==> src/rtl/uart_rxsm_gen_if.sv <==
// Bundle of the UART receive state machine's configuration, serial input and
// receive-holding-register write signals.
interface uart_rxsm_gen_if #(
    parameter int pMaxLen = 8
);
    logic               CE_Ovs;
    logic [2:0]         Len;
    logic               NumStop;
    logic               ParEn;
    logic [1:0]         Par;
    logic               RxD;
    logic [pMaxLen-1:0] RD;
    logic               PE;
    logic               FE;
    logic               BRK;
    logic               WE_RHR;
    logic               RxIdle;
    logic               RxBusy;
    logic               RxError;

    modport master (
        output CE_Ovs, Len, NumStop, ParEn, Par, RxD,
        input  RD, PE, FE, BRK, WE_RHR, RxIdle, RxBusy, RxError
    );

    modport slave (
        input  CE_Ovs, Len, NumStop, ParEn, Par, RxD,
        output RD, PE, FE, BRK, WE_RHR, RxIdle, RxBusy, RxError
    );
endinterface

==> src/rtl/uart_rxsm_gen.sv <==
// Asynchronous serial receive state machine: 3-sample majority vote at mid-bit,
// 5..pMaxLen data bits, optional parity, 1/2 stop bits, break and framing detection.
module uart_rxsm_gen #(
    parameter int pMaxLen = 8,
    parameter int pOvs    = 16,
    parameter int pCntW   = 4
) (
    input  logic           Clk,
    input  logic           Rst,
    uart_rxsm_gen_if.slave bus
);

    typedef enum logic [2:0] {
        sWaitMark = 3'd0,
        sIdle     = 3'd1,
        sChkStart = 3'd2,
        sShift    = 3'd3,
        sParity   = 3'd4,
        sStop     = 3'd5,
        sError    = 3'd6
    } state_t;

    localparam logic [pCntW-1:0] cHalf = pCntW'(pOvs / 2 - 1);
    localparam logic [pCntW-1:0] cFull = pCntW'(pOvs - 1);

    function automatic logic majority3(input logic [2:0] h);
        return (h[0] & h[1]) | (h[0] & h[2]) | (h[1] & h[2]);
    endfunction

    function automatic logic parityErr(input logic [1:0] mode, input logic acc, input logic v);
        case (mode)
            2'd0:    return ~(acc ^ v);
            2'd1:    return acc ^ v;
            2'd2:    return v;
            default: return ~v;
        endcase
    endfunction

    // Len encodes bits-5; anything beyond the build's width is clamped to pMaxLen.
    function automatic logic [3:0] clampLen(input logic [2:0] len);
        logic [3:0] n;
        n = {1'b0, len} + 4'd5;
        if (n > 4'(pMaxLen)) n = 4'(pMaxLen);
        return n;
    endfunction

    state_t             state, stateNxt;
    logic               rxdMeta_p0, rxdSync_p1;
    logic [2:0]         hist;
    logic [pCntW-1:0]   phase;
    logic [3:0]         bitCnt;
    logic               vote, atDecision, frameStart;
    logic               doCommit, commitFe, commitBrk;
    logic [pMaxLen-1:0] shReg, rdQ;
    logic               parAcc, allZero, peCalc, stop1Done;
    logic [3:0]         nBitsQ;
    logic               numStopQ, parEnQ;
    logic [1:0]         parQ;
    logic               peQ, feQ, brkQ, weQ;

    assign vote       = majority3(hist);
    assign frameStart = (state == sIdle) && bus.CE_Ovs && !rxdSync_p1;

    always_comb begin
        atDecision = 1'b0;
        if (bus.CE_Ovs) begin
            if (state == sChkStart)
                atDecision = (phase == cHalf);
            else if (state == sShift || state == sParity || state == sStop)
                atDecision = (phase == cFull);
        end
    end

    always_ff @(posedge Clk) begin
        if (Rst) state <= sWaitMark;
        else     state <= stateNxt;
    end

    always_comb begin
        stateNxt  = state;
        doCommit  = 1'b0;
        commitFe  = 1'b0;
        commitBrk = 1'b0;
        case (state)
            sWaitMark: if (bus.CE_Ovs && rxdSync_p1 && hist[0]) stateNxt = sIdle;
            sIdle:     if (frameStart) stateNxt = sChkStart;
            sChkStart: if (atDecision) stateNxt = vote ? sIdle : sShift;
            sShift:    if (atDecision && (bitCnt + 4'd1) == nBitsQ)
                           stateNxt = parEnQ ? sParity : sStop;
            sParity:   if (atDecision) stateNxt = sStop;
            sStop: begin
                if (atDecision) begin
                    if (vote) begin
                        if (!(numStopQ && !stop1Done)) begin
                            doCommit = 1'b1;
                            stateNxt = sIdle;
                        end
                    end else begin
                        doCommit  = 1'b1;
                        commitFe  = 1'b1;
                        commitBrk = allZero;
                        stateNxt  = sError;
                    end
                end
            end
            sError:    if (bus.CE_Ovs) stateNxt = sWaitMark;
            default:   stateNxt = sWaitMark;
        endcase
    end

    // Stage p0/p1: two-flop synchronizer, then oversample history and phase
    always_ff @(posedge Clk) begin
        if (Rst) begin
            rxdMeta_p0 <= 1'b1;
            rxdSync_p1 <= 1'b1;
            hist       <= 3'b000;
            phase      <= '0;
            bitCnt     <= '0;
        end else begin
            rxdMeta_p0 <= bus.RxD;
            rxdSync_p1 <= rxdMeta_p0;
            if (bus.CE_Ovs) hist <= {hist[1:0], rxdSync_p1};
            if (state == sWaitMark || state == sIdle)
                phase <= '0;
            else if (bus.CE_Ovs)
                phase <= atDecision ? '0 : phase + pCntW'(1);
            if (atDecision && state == sChkStart)
                bitCnt <= '0;
            else if (atDecision && state == sShift)
                bitCnt <= bitCnt + 4'd1;
        end
    end

    always_ff @(posedge Clk) begin
        if (frameStart) begin
            shReg     <= '0;
            parAcc    <= 1'b0;
            allZero   <= 1'b1;
            stop1Done <= 1'b0;
            nBitsQ    <= clampLen(bus.Len);
            numStopQ  <= bus.NumStop;
            parEnQ    <= bus.ParEn;
            parQ      <= bus.Par;
        end else if (atDecision) begin
            case (state)
                sShift: begin
                    for (int i = 0; i < pMaxLen; i++)
                        if (bitCnt == 4'(i)) shReg[i] <= vote;
                    parAcc  <= parAcc ^ vote;
                    allZero <= allZero & ~vote;
                end
                sParity: begin
                    peCalc  <= parityErr(parQ, parAcc, vote);
                    allZero <= allZero & ~vote;
                end
                sStop:   stop1Done <= 1'b1;
                default: ;
            endcase
        end
    end

    // Stage p2: registered commit into the receive holding register
    always_ff @(posedge Clk) begin
        if (Rst) begin
            rdQ  <= '0;
            peQ  <= 1'b0;
            feQ  <= 1'b0;
            brkQ <= 1'b0;
            weQ  <= 1'b0;
        end else begin
            weQ <= doCommit;
            if (doCommit) begin
                rdQ  <= commitBrk ? '0 : shReg;
                peQ  <= !commitBrk && parEnQ && peCalc;
                feQ  <= commitFe;
                brkQ <= commitBrk;
            end
        end
    end

    assign bus.RD      = rdQ;
    assign bus.PE      = peQ;
    assign bus.FE      = feQ;
    assign bus.BRK     = brkQ;
    assign bus.WE_RHR  = weQ;
    assign bus.RxIdle  = (state == sIdle);
    assign bus.RxBusy  = (state == sChkStart) || (state == sShift) ||
                         (state == sParity) || (state == sStop);
    assign bus.RxError = (state == sError);

endmodule

==> src/flat_wrapper.sv <==
// flat-port wrapper written by rule: the top's interface ports become plain ports
module uart_rxsm_gen_flat 
#(
    parameter int pMaxLen = 8,
    parameter int pOvs    = 16,
    parameter int pCntW   = 4
)
  (Clk, Rst, bus_CE_Ovs, bus_Len, bus_NumStop, bus_ParEn, bus_Par, bus_RxD, bus_RD, bus_PE, bus_FE, bus_BRK, bus_WE_RHR, bus_RxIdle, bus_RxBusy, bus_RxError);
  uart_rxsm_gen_if #(.pMaxLen(pMaxLen)) bus_i ();
  input  logic Clk;
  input  logic Rst;
  input wire logic [$bits(bus_i.CE_Ovs)-1:0] bus_CE_Ovs;
  input wire logic [$bits(bus_i.Len)-1:0] bus_Len;
  input wire logic [$bits(bus_i.NumStop)-1:0] bus_NumStop;
  input wire logic [$bits(bus_i.ParEn)-1:0] bus_ParEn;
  input wire logic [$bits(bus_i.Par)-1:0] bus_Par;
  input wire logic [$bits(bus_i.RxD)-1:0] bus_RxD;
  output wire logic [$bits(bus_i.RD)-1:0] bus_RD;
  output wire logic [$bits(bus_i.PE)-1:0] bus_PE;
  output wire logic [$bits(bus_i.FE)-1:0] bus_FE;
  output wire logic [$bits(bus_i.BRK)-1:0] bus_BRK;
  output wire logic [$bits(bus_i.WE_RHR)-1:0] bus_WE_RHR;
  output wire logic [$bits(bus_i.RxIdle)-1:0] bus_RxIdle;
  output wire logic [$bits(bus_i.RxBusy)-1:0] bus_RxBusy;
  output wire logic [$bits(bus_i.RxError)-1:0] bus_RxError;
  assign bus_i.CE_Ovs = bus_CE_Ovs;
  assign bus_i.Len = bus_Len;
  assign bus_i.NumStop = bus_NumStop;
  assign bus_i.ParEn = bus_ParEn;
  assign bus_i.Par = bus_Par;
  assign bus_i.RxD = bus_RxD;
  assign bus_RD = bus_i.RD;
  assign bus_PE = bus_i.PE;
  assign bus_FE = bus_i.FE;
  assign bus_BRK = bus_i.BRK;
  assign bus_WE_RHR = bus_i.WE_RHR;
  assign bus_RxIdle = bus_i.RxIdle;
  assign bus_RxBusy = bus_i.RxBusy;
  assign bus_RxError = bus_i.RxError;
  uart_rxsm_gen #(.pMaxLen(pMaxLen), .pOvs(pOvs), .pCntW(pCntW)) u_core (.Clk(Clk), .Rst(Rst), .bus(bus_i));
endmodule
==> config.mk <==
export PLATFORM = sky130hd
export DESIGN_NAME = uart_rxsm_gen_flat
export DESIGN_NICKNAME = d
export VERILOG_FILES = /design/src/rtl/uart_rxsm_gen_if.sv /design/src/rtl/uart_rxsm_gen.sv /design/src/flat_wrapper.sv
export SDC_FILE = /design/constraint.sdc
export NUM_CORES = 1
export LEC_CHECK = 0
export ABC_AREA = 1
export BUFFER_PORTS_ARGS = -buffer_cell sky130_fd_sc_hd__buf_2
export CAP_MARGIN = 30
export CORE_UTILIZATION = 40
export DETAILED_ROUTE_END_ITERATION = 6
export PLACE_DENSITY = 0.59
export SKIP_CTS_REPAIR_TIMING = 1
export SYNTH_ARGS = -nofsm -noshare
export SYNTH_HDL_FRONTEND = slang
export SYNTH_SLANG_ARGS = --single-unit
==> constraint.sdc <==
create_clock -name Clk -period 1.6 [get_ports Clk]
set_input_delay 0.32 -clock Clk [delete_from_list [all_inputs] [get_ports Clk]]
set_output_delay 0.32 -clock Clk [all_outputs]
set_load 0.02 [all_outputs]
==> results.toml, run 1 <==
[power_and_ir_drop]
power_density_nw_per_um2 = 1020
intPower_uw = 2180
sw_frac_of_total = 0.324
power.switching_uw = 1040
p_clk_frac = 0.272
p_total_uw = 3220
p_comb_frac = 0.299
peakVddDrop_v = 0.000578
seqPwrFrac = 0.429
p_leak_uw = 0.00138

[synthesis]
synth.ff_latch_count = 48
synth_top_area_share = 0.333
synth_top_flop_cell = "dfxtp_1"
netlist_area_um2 = 2340
synth_cell_types = 31
synthTopCellsByArea = "dfxtp_1, edfxtp_1, nand2_1, a21oi_1, inv_1"
synth_area_leader_cell = "dfxtp_1"
synthCells = 305
syn_nets = 322
syn_area_per_cell_um2 = 7.68
synth_edf_count = 9
synthArstFlopShare = 0
ys_warn_count = 0
synth-seq-area-share = 0.449

[die]
core-area_um2 = 5570
num_io_pins = 26
start_util = 0.420
die_area_um2 = 6170
fp.dieH_um = 78.5
std_cell_rows = 27
die-width_um = 78.5

[timing]
final.setup.worst_slack_ns = -0.0975
min_period_ns = 1.70
slew_headroom = 0.760
finClkSkew_ns = 0.00722
setup_tns_ns = -0.146
hold_viol = 0
fmax_mhz = 589
tightest_slew_ns = 0.357
min_period_over_period = 1.06
drv_slew = 0
setup-violations-final = 7
rsz0062_at_grt = "yes"

[status]
violations = "negative setup slack"
status = "finished with violations"

[drt]
routed.top_layer = "met4"
via_per_inst = 5.02
routedLengthMet1_um = 2580
wl_met3_um = 136
wl_um = 5750
met2_length_um = 2980
drt_iter0_markers = 127
dr_total_vias = 2209
final_antenna_net_count = 0
drc = 0
drt_pass1_iterations = 4
wl_per_cell_um = 13.1

[setup_path]
path_cells = "buf_4, nand3_1, nand2_1, nor2_2, inv_2, buf_4"
worstSetupEndpointType = "output pin"
crit_start = "u_core.state[0]"
crit_top_cell = "buf_4"
cpMaxStageDelayCell = "dfxtp_2"
arrival_ns = 1.38
rr_startpoint = "u_core.phase[1]"
slowest_delay_ns = 0.33
cp.required_ns = 1.28
start_kind = "flop"
crit_fanout = 4
crit_type = "reg2out"

[placement]
place_area_um2 = 2720
dp_cells = 418
hpwl_um = 3830
port-buffer-count = 25
place.gp.congestion = 0.817

[grt]
grt_antenna_before_repair = 0
grt_pass1_wl_um = 8960
first_global_vias = 2057
overflow = 0
globalRouteTotalUtil = 0.184
grt_max_degree = 19

[cts]
cts_max_level = 2
cts_tree = "done"
cts.path.max_buffers = 2
numCtsBuffers = 5
cts.reportedPaths.clkPinSlew_ns = 0.09
clock-sinks = 48
root_buffer = "clkbuf_8"
insertion_delay_ns = 0.30

[job]
maxCapViolCount = 0

[final_layout]
fin_cells = 440
final_core_util = 0.567
synthToLayoutAreaGrowth_pct = 34.8
antennaDiodeCount = 0
fillers = 514
layout-drive-gt1-share = 0.329
finalNetCount = 384
final_area_um2 = 3160

[worst_hold_path]
hold_class = "in2reg"
hp-start = "bus_Par[0]"
-- critical path, delay by kind of cell (launching register included) --
family / cells / cell delay, ns
buffers and inverters: 3 / 0.34
flip-flops: 1 / 0.33
AND/OR/NAND/NOR: 3 / 0.41
-- cell usage in the layout, fill, tap and decap left out, drive strengths merged --
master / Yosys / layout
clkbuf: 0 / 7
o211a: 1 / 1
nor2: 34 / 34
edfxtp: 9 / 9
nor3: 4 / 4
nand3b: 3 / 3
buf: 10 / 64
nand2: 65 / 66
xor2: 3 / 3
clkinv: 1 / 2
nand3: 28 / 28
xnor2: 1 / 1
a21boi: 1 / 1
nand4: 4 / 4
ha: 6 / 6
dfxtp: 39 / 39
nor3b: 1 / 1
o21bai: 1 / 1
a21oi: 33 / 33
o211ai: 1 / 1
o21ai: 16 / 16
inv: 39 / 39
a211oi: 2 / 2
or2: 3 / 3
-- synth_stat cells (2+ instances only) --
cell type	n
xor2_1	3
nor3_1	4
nand2_1	62
inv_1	39
nand4_1	4
nand2_4	3
buf_6	3
nand3_2	4
nand3b_1	3
a211oi_1	2
buf_4	3
o21ai_0	14
buf_2	4
a21oi_1	33
edfxtp_1	9
nor2_1	32
ha_1	6
dfxtp_1	39
o21ai_1	2
or2_2	2
nand3_1	24
-- metrics by stage --
| stage | worst slack (ns) | hold WS, ns |
|---|---|---|
| 2_1_floorplan | 0.0438 | 0.389 |
| 3_3_place_gp | -0.0236 | 0.397 |
| 3_5_place_dp | -0.0742 | 0.397 |
| 4_1_cts | -0.210 | 0.176 |
| 5_1_grt | -0.145 | 0.179 |
| 6_report | -0.0975 | 0.186 |
-- cell families after synthesis --
logic type / count (synthesis) / share of synthesized area
buffers and inverters: 50 / 0.0967
adders and majority gates: 6 / 0.0321
and+or+nand+nor: 142 / 0.281
xor gates and xnor gates: 4 / 0.0150
DFF: 48 / 0.449
AOI/OAI and AO/OA: 55 / 0.127
-- layer usage --
metal,up-vias,global-route usage
li1,1122,-
met3,7,0.0360
met4,0,0.0704
met2,32,0.319
met5,-,0
met1,1048,0.224
-- registers in the layout, indices dropped and copies added, names as in the netlist, 2 cells and up --
register	count
u_core.bitCnt	4
u_core.bus.RD	8
u_core.hist	3
u_core.nBitsQ	4
u_core.parQ	2
u_core.phase	4
u_core.shReg	8
u_core.state	3
-- power by group through the flow --
stage | clock network (uW) | registers, uW | logic (uW)
after floorplan | 0 | 1390 | 479
after global placement | 0 | 1390 | 688
after detailed placement | 0 | 1390 | 689
after CTS | 893 | 1360 | 694
after global routing | 946 | 1390 | 1060
final | 875 | 1380 | 963
-- final cells by class --
cell class                 instances  area, um2  share of cell area
multi-input combinational        208       1260               0.399
sequential                        48       1070               0.339
timing repair buffer              64        473               0.150
inverter                          40        150              0.0475
clock buffer                       7        108              0.0341
tap                               72       90.1              0.0285
clock inverter                     1       8.76             0.00277
-- worst paths after layout --
path                       endpoint  slack, ns  cells past startpoint
setup / recovery         bus_RxBusy       -0.1                      6
setup reg to reg    u_core.state[0]      -0.01                     11
hold reg to reg   u_core.rxdSync_p1       0.42                      1
hold / removal       u_core.parQ[0]       0.19                      1
Note: power is estimated with default switching activity, not from simulation.
==> inputs of run 2 (changes only) <==
- CELL_PAD_IN_SITES_DETAIL_PLACEMENT: default -> 1
- CELL_PAD_IN_SITES_GLOBAL_PLACEMENT: default -> 1
- CORE_ASPECT_RATIO: default -> 1.1
- CORE_UTILIZATION: 40 -> 38
- PLACE_DENSITY: 0.59 -> default
- PLACE_DENSITY_LB_ADDON: default -> 0.1
==> run 2 against run 1 <==
Against the previous run: the run still ends with negative setup slack left; register-to-register slack worse by 0.12 ns; design area about the same; clock power fell by 15%; clock skew shrank 0.0011 ns; setup slack got worse by 0.034 ns; critical path type is now reg2reg; highest routed layer unchanged.
==> results.toml, run 2 (same netlist as run 1, synthesis figures left out) <==
[setup_path]
worstSetupEndpointType = "flop"
crit_type = "reg2reg"
crit_buf_inv = 2
r2r_cells = 11
worstSetupPathDepth = 11
cpMaxStageDelayCell = "dfxtp_2"
cp.required_ns = 1.84
arrival_ns = 1.98
crit_fanout = 17
path_cells = "ha_4, nand2_4, nor2_4, nand3_2, nand2_4, buf_12, buf_4, nand2_4, nor2_1, nand2_1, a21oi_1"
slowest_delay_ns = 0.37
crit_top_cell = "nand2_4"
start_kind = "flop"
rr_startpoint = "u_core.phase[1]"
critPathTopFamily = "simple AND/OR/NAND/NOR gates"
crit_start = "u_core.phase[1]"

[timing]
finClkSkew_ns = 0.00608
rsz0062_at_grt = "yes"
setup_tns_ns = -1.62
drv_slew = 0
final.setup.worst_slack_ns = -0.132
fmax_mhz = 577
tightest_slew_ns = 0.293
min_period_ns = 1.73
hold_viol = 0
min_period_over_period = 1.08
setup-violations-final = 22
slew_headroom = 0.804
fin_hold_ws_ns = 0.181

[grt]
grtUsageMet3 = 0.0380
grt_antenna_before_repair = 0
grt_pass1_wl_um = 10100
met2_usage = 0.333
overflow = 0
globalRouteTotalUtil = 0.196
met1_usage = 0.252
first_global_vias = 2164
grt_max_degree = 18
top_usage_layer = "met2"

[worst_hold_path]
whs_path_depth = 1
hold_class = "in2reg"
hp-start = "bus_Par[1]"

[cts]
cts_max_level = 2
cts_tree = "done"
numCtsBuffers = 5
cts.path.max_buffers = 2
clock-sinks = 48
root_buffer = "clkbuf_8"
cts.reportedPaths.clkPinSlew_ns = 0.09
insertion_delay_ns = 0.31

[final_layout]
finalNetCount = 387
synthToLayoutAreaGrowth_pct = 34.9
antennaDiodeCount = 0
layout_common_cells = "nand2_1, buf_4, inv_1"
fin_cells = 448
final_core_util = 0.541
layout-drive-gt1-share = 0.367
final_common_cell = "nand2_1"

[drt]
dr_total_vias = 2213
wl_um = 6440
final_antenna_net_count = 0
drc = 0
via_per_inst = 4.94
wl_per_cell_um = 14.4
drt_iter0_markers = 39
drt_pass1_iterations = 4

[die]
std_cell_rows = 29
fp.dieH_um = 84.3
die-width_um = 76.9
die_area_um2 = 6480
num_io_pins = 26
start_util = 0.401
core-area_um2 = 5840

[status]
violations = "negative setup slack"
status = "finished with violations"

[power_and_ir_drop]
seqPwrFrac = 0.468
p_clk_frac = 0.253
sw_frac_of_total = 0.335
intPower_uw = 1960
power_density_nw_per_um2 = 935
peakVddDrop_v = 0.000563
p_total_uw = 2950
p_comb_frac = 0.280
power.switching_uw = 991
p_leak_uw = 0.00136

[placement]
hpwl_um = 4480
dp_cells = 428
port-buffer-count = 25
place.gp.congestion = 0.819

[job]
maxCapViolCount = 0
-- run 2: cell count changes in the layout (fill, tap and decap cells not counted), moves of 3 or more --
cell     previous run  this run
nand2_2             2         8
a21oi_2             2         8
nand3_1            19        22
nand2_1            58        52
dfxtp_4             4         1
a21oi_1            31        25
dfxtp_2             3         6
-- run 2: area by class of cell --
| type | instances | area (um2) |
|---|---|---|
| multi-input combinational | 208 | 1270 |
| fill | 741 | 2680 |
| timing repair inverter | 1 | 7.51 |
| tap | 77 | 96.3 |
| sequential | 48 | 1060 |
| clock inverter | 3 | 18.8 |
| timing repair buffer | 66 | 485 |
| clock buffer | 5 | 68.8 |
| inverter | 40 | 154 |
-- run 2: worst paths after layout --
check / slack (ns) / endpoint
worst max-delay path: -0.13 / u_core.shReg[0]
worst min-delay path: 0.18 / u_core.parQ[1]
worst max register to register: -0.13 / u_core.shReg[0]
worst min register to register: 0.43 / u_core.rxdSync_p1
-- run 2: routing by layer --
layer  vias up  share of wire
met5         -              0
met4         0         0.0070
met3         5          0.023
met2        28           0.50
met1      1061           0.47
li1       1119              -
-- run 2: power groups by stage --
| stage | combinational [uW] | clock, uW | sequential [uW] |
|---|---|---|---|
| final | 827 | 746 | 1380 |
| after detailed placement | 727 | 0 | 1390 |
| after global placement | 710 | 0 | 1380 |
| after CTS | 733 | 775 | 1360 |
| after global routing | 922 | 805 | 1390 |
| after floorplan | 479 | 0 | 1390 |
-- run 2: stage by stage --
stage | setup slack [ns] | area (um2)
2_1_floorplan | 0.0438 | 2360
3_3_place_gp | -0.0922 | 2730
3_5_place_dp | -0.116 | 2730
4_1_cts | -0.253 | 2820
5_1_grt | -0.235 | 3160
6_report | -0.132 | 3160
==> inputs of run 3 (changes only) <==
- CORE_UTILIZATION: 38 -> 40
- clock period: 1.6 -> 2.17 ns (I/O delays scaled with it)
==> run 3 against run 2 <==
Against the previous run: the flow now finishes without violations; first-iteration DRC count is 51% higher; combinational power is 47% lower; core utilization decreased by 5.9 points; non-clock buffer count down 35; clock power decreased by 14%; die area decreased by 4.9%; final cell count decreased by 8.7%; sequential share of layout area up 6.1 points; register-to-register slack improved by 0.42 ns; largest cell class unchanged; largest power group unchanged.
==> results.toml, run 3 (same netlist as run 1, synthesis figures left out) <==
[die]
fp.dieH_um = 82.3
start_util = 0.426
std_cell_rows = 28
die-width_um = 75.0
core-area_um2 = 5500
num_io_pins = 26
die_area_um2 = 6170

[drt]
dr_total_vias = 2047
drt_iter0_markers = 59
drt_pass1_iterations = 4
wl_per_cell_um = 13.3
wl_um = 5440
via_per_inst = 5.00
drc = 0
final_antenna_net_count = 0

[worst_hold_path]
hold_class = "in2reg"
whs_path_depth = 1

[power_and_ir_drop]
p_leak_uw = 0.00118
power_density_nw_per_um2 = 794
p_total_uw = 2100
peakVddDrop_v = 0.000361

[setup_path]
worstSetupEndpointType = "output pin"
crit_fanout = 7
start_kind = "flop"
arrival_ns = 1.53
crit_type = "reg2out"
r2r_cells = 8
cp.required_ns = 1.74

[final_layout]
seq_area_um2 = 1050
layout-drive-gt1-share = 0.156
synthToLayoutAreaGrowth_pct = 13.0
layout_common_cells = "nand2_1, inv_1, dfxtp_1"
multiInputGateArea_um2 = 1060
fillers = 712
final_common_cell = "nand2_1"
antennaDiodeCount = 0
finalNetCount = 350

[status]
status = "finished, final reports clean"

[timing]
tightest_slew_ns = 0.409
slew_headroom = 0.725
finClkSkew_ns = 0.00768
setup-violations-final = 0
min_period_ns = 1.97
drv_slew = 0
fmax_mhz = 509
setup_tns_ns = 0
hold_viol = 0
rsz0062_at_grt = "no"
final.setup.worst_slack_ns = 0.205
min_period_over_period = 0.906

[job]
maxCapViolCount = 0

[grt]
grt_pass1_wl_um = 9090
overflow = 0
first_global_vias = 2060
grt_antenna_before_repair = 0
grt_max_degree = 19
globalRouteTotalUtil = 0.195

[cts]
root_buffer = "clkbuf_8"
numCtsBuffers = 5
cts.reportedPaths.clkPinSlew_ns = 0.09
cts_max_level = 2
clock-sinks = 48
cts.path.max_buffers = 2
insertion_delay_ns = 0.30
cts_tree = "done"

[placement]
port-buffer-count = 25
pre_cts_ws_ns = 0.192
place.gp.congestion = 0.832
hpwl_um = 4100
[run 3: where the power goes]
part           total [uW]  switching (uW)  internal, uW
Clock                 645             314           331
Combinational         440             287           153
Sequential           1020            50.9           967
[run 3: path summary, 6_finish.rpt]
path / start / slack (ns) / end
min: bus_ParEn / 0.31 / u_core.parEnQ
max: u_core.state[1] / 0.20 / bus_RxBusy
min reg2reg: u_core.rxdMeta_p0 / 0.42 / u_core.rxdSync_p1
max reg2reg: u_core.phase[0] / 0.29 / u_core.shReg[7]
[run 3: metal layers]
layer | vias to the layer above | track usage | wire length [um]
met2 | 20 | 0.354 | 2760
met5 | - | 0 | 0
met3 | 6 | 0.0364 | 93
li1 | 1043 | - | -
met1 | 978 | 0.233 | 2500
met4 | 0 | 0.0528 | 86
[run 3: critical path: stages (launching register included)]
cell,delay [ns]
dfxtp_1,0.48
nand3_1,0.18
nand2_1,0.16
nor2_1,0.08
inv_1,0.14
buf_2,0.19
[run 3: area by class of cell]
cell class / count / share of cell area
multi-input combinational: 207 / 0.402
sequential: 48 / 0.397
clock buffer: 7 / 0.0406
timing repair buffer: 31 / 0.0643
inverter: 40 / 0.0567
tap: 75 / 0.0354
clock inverter: 1 / 0.00331
[run 3: per-stage QoR]
step	cells	hold slack [ns]	util	cell area, um2
final	409	0.307	0.481	2650
after global routing	409	0.296	0.481	2650
after CTS	409	0.303	0.481	2650
after detailed placement	401	0.401	0.460	2530
after global placement	401	0.407	0.460	2530
after floorplan	305	0.389	-	2340
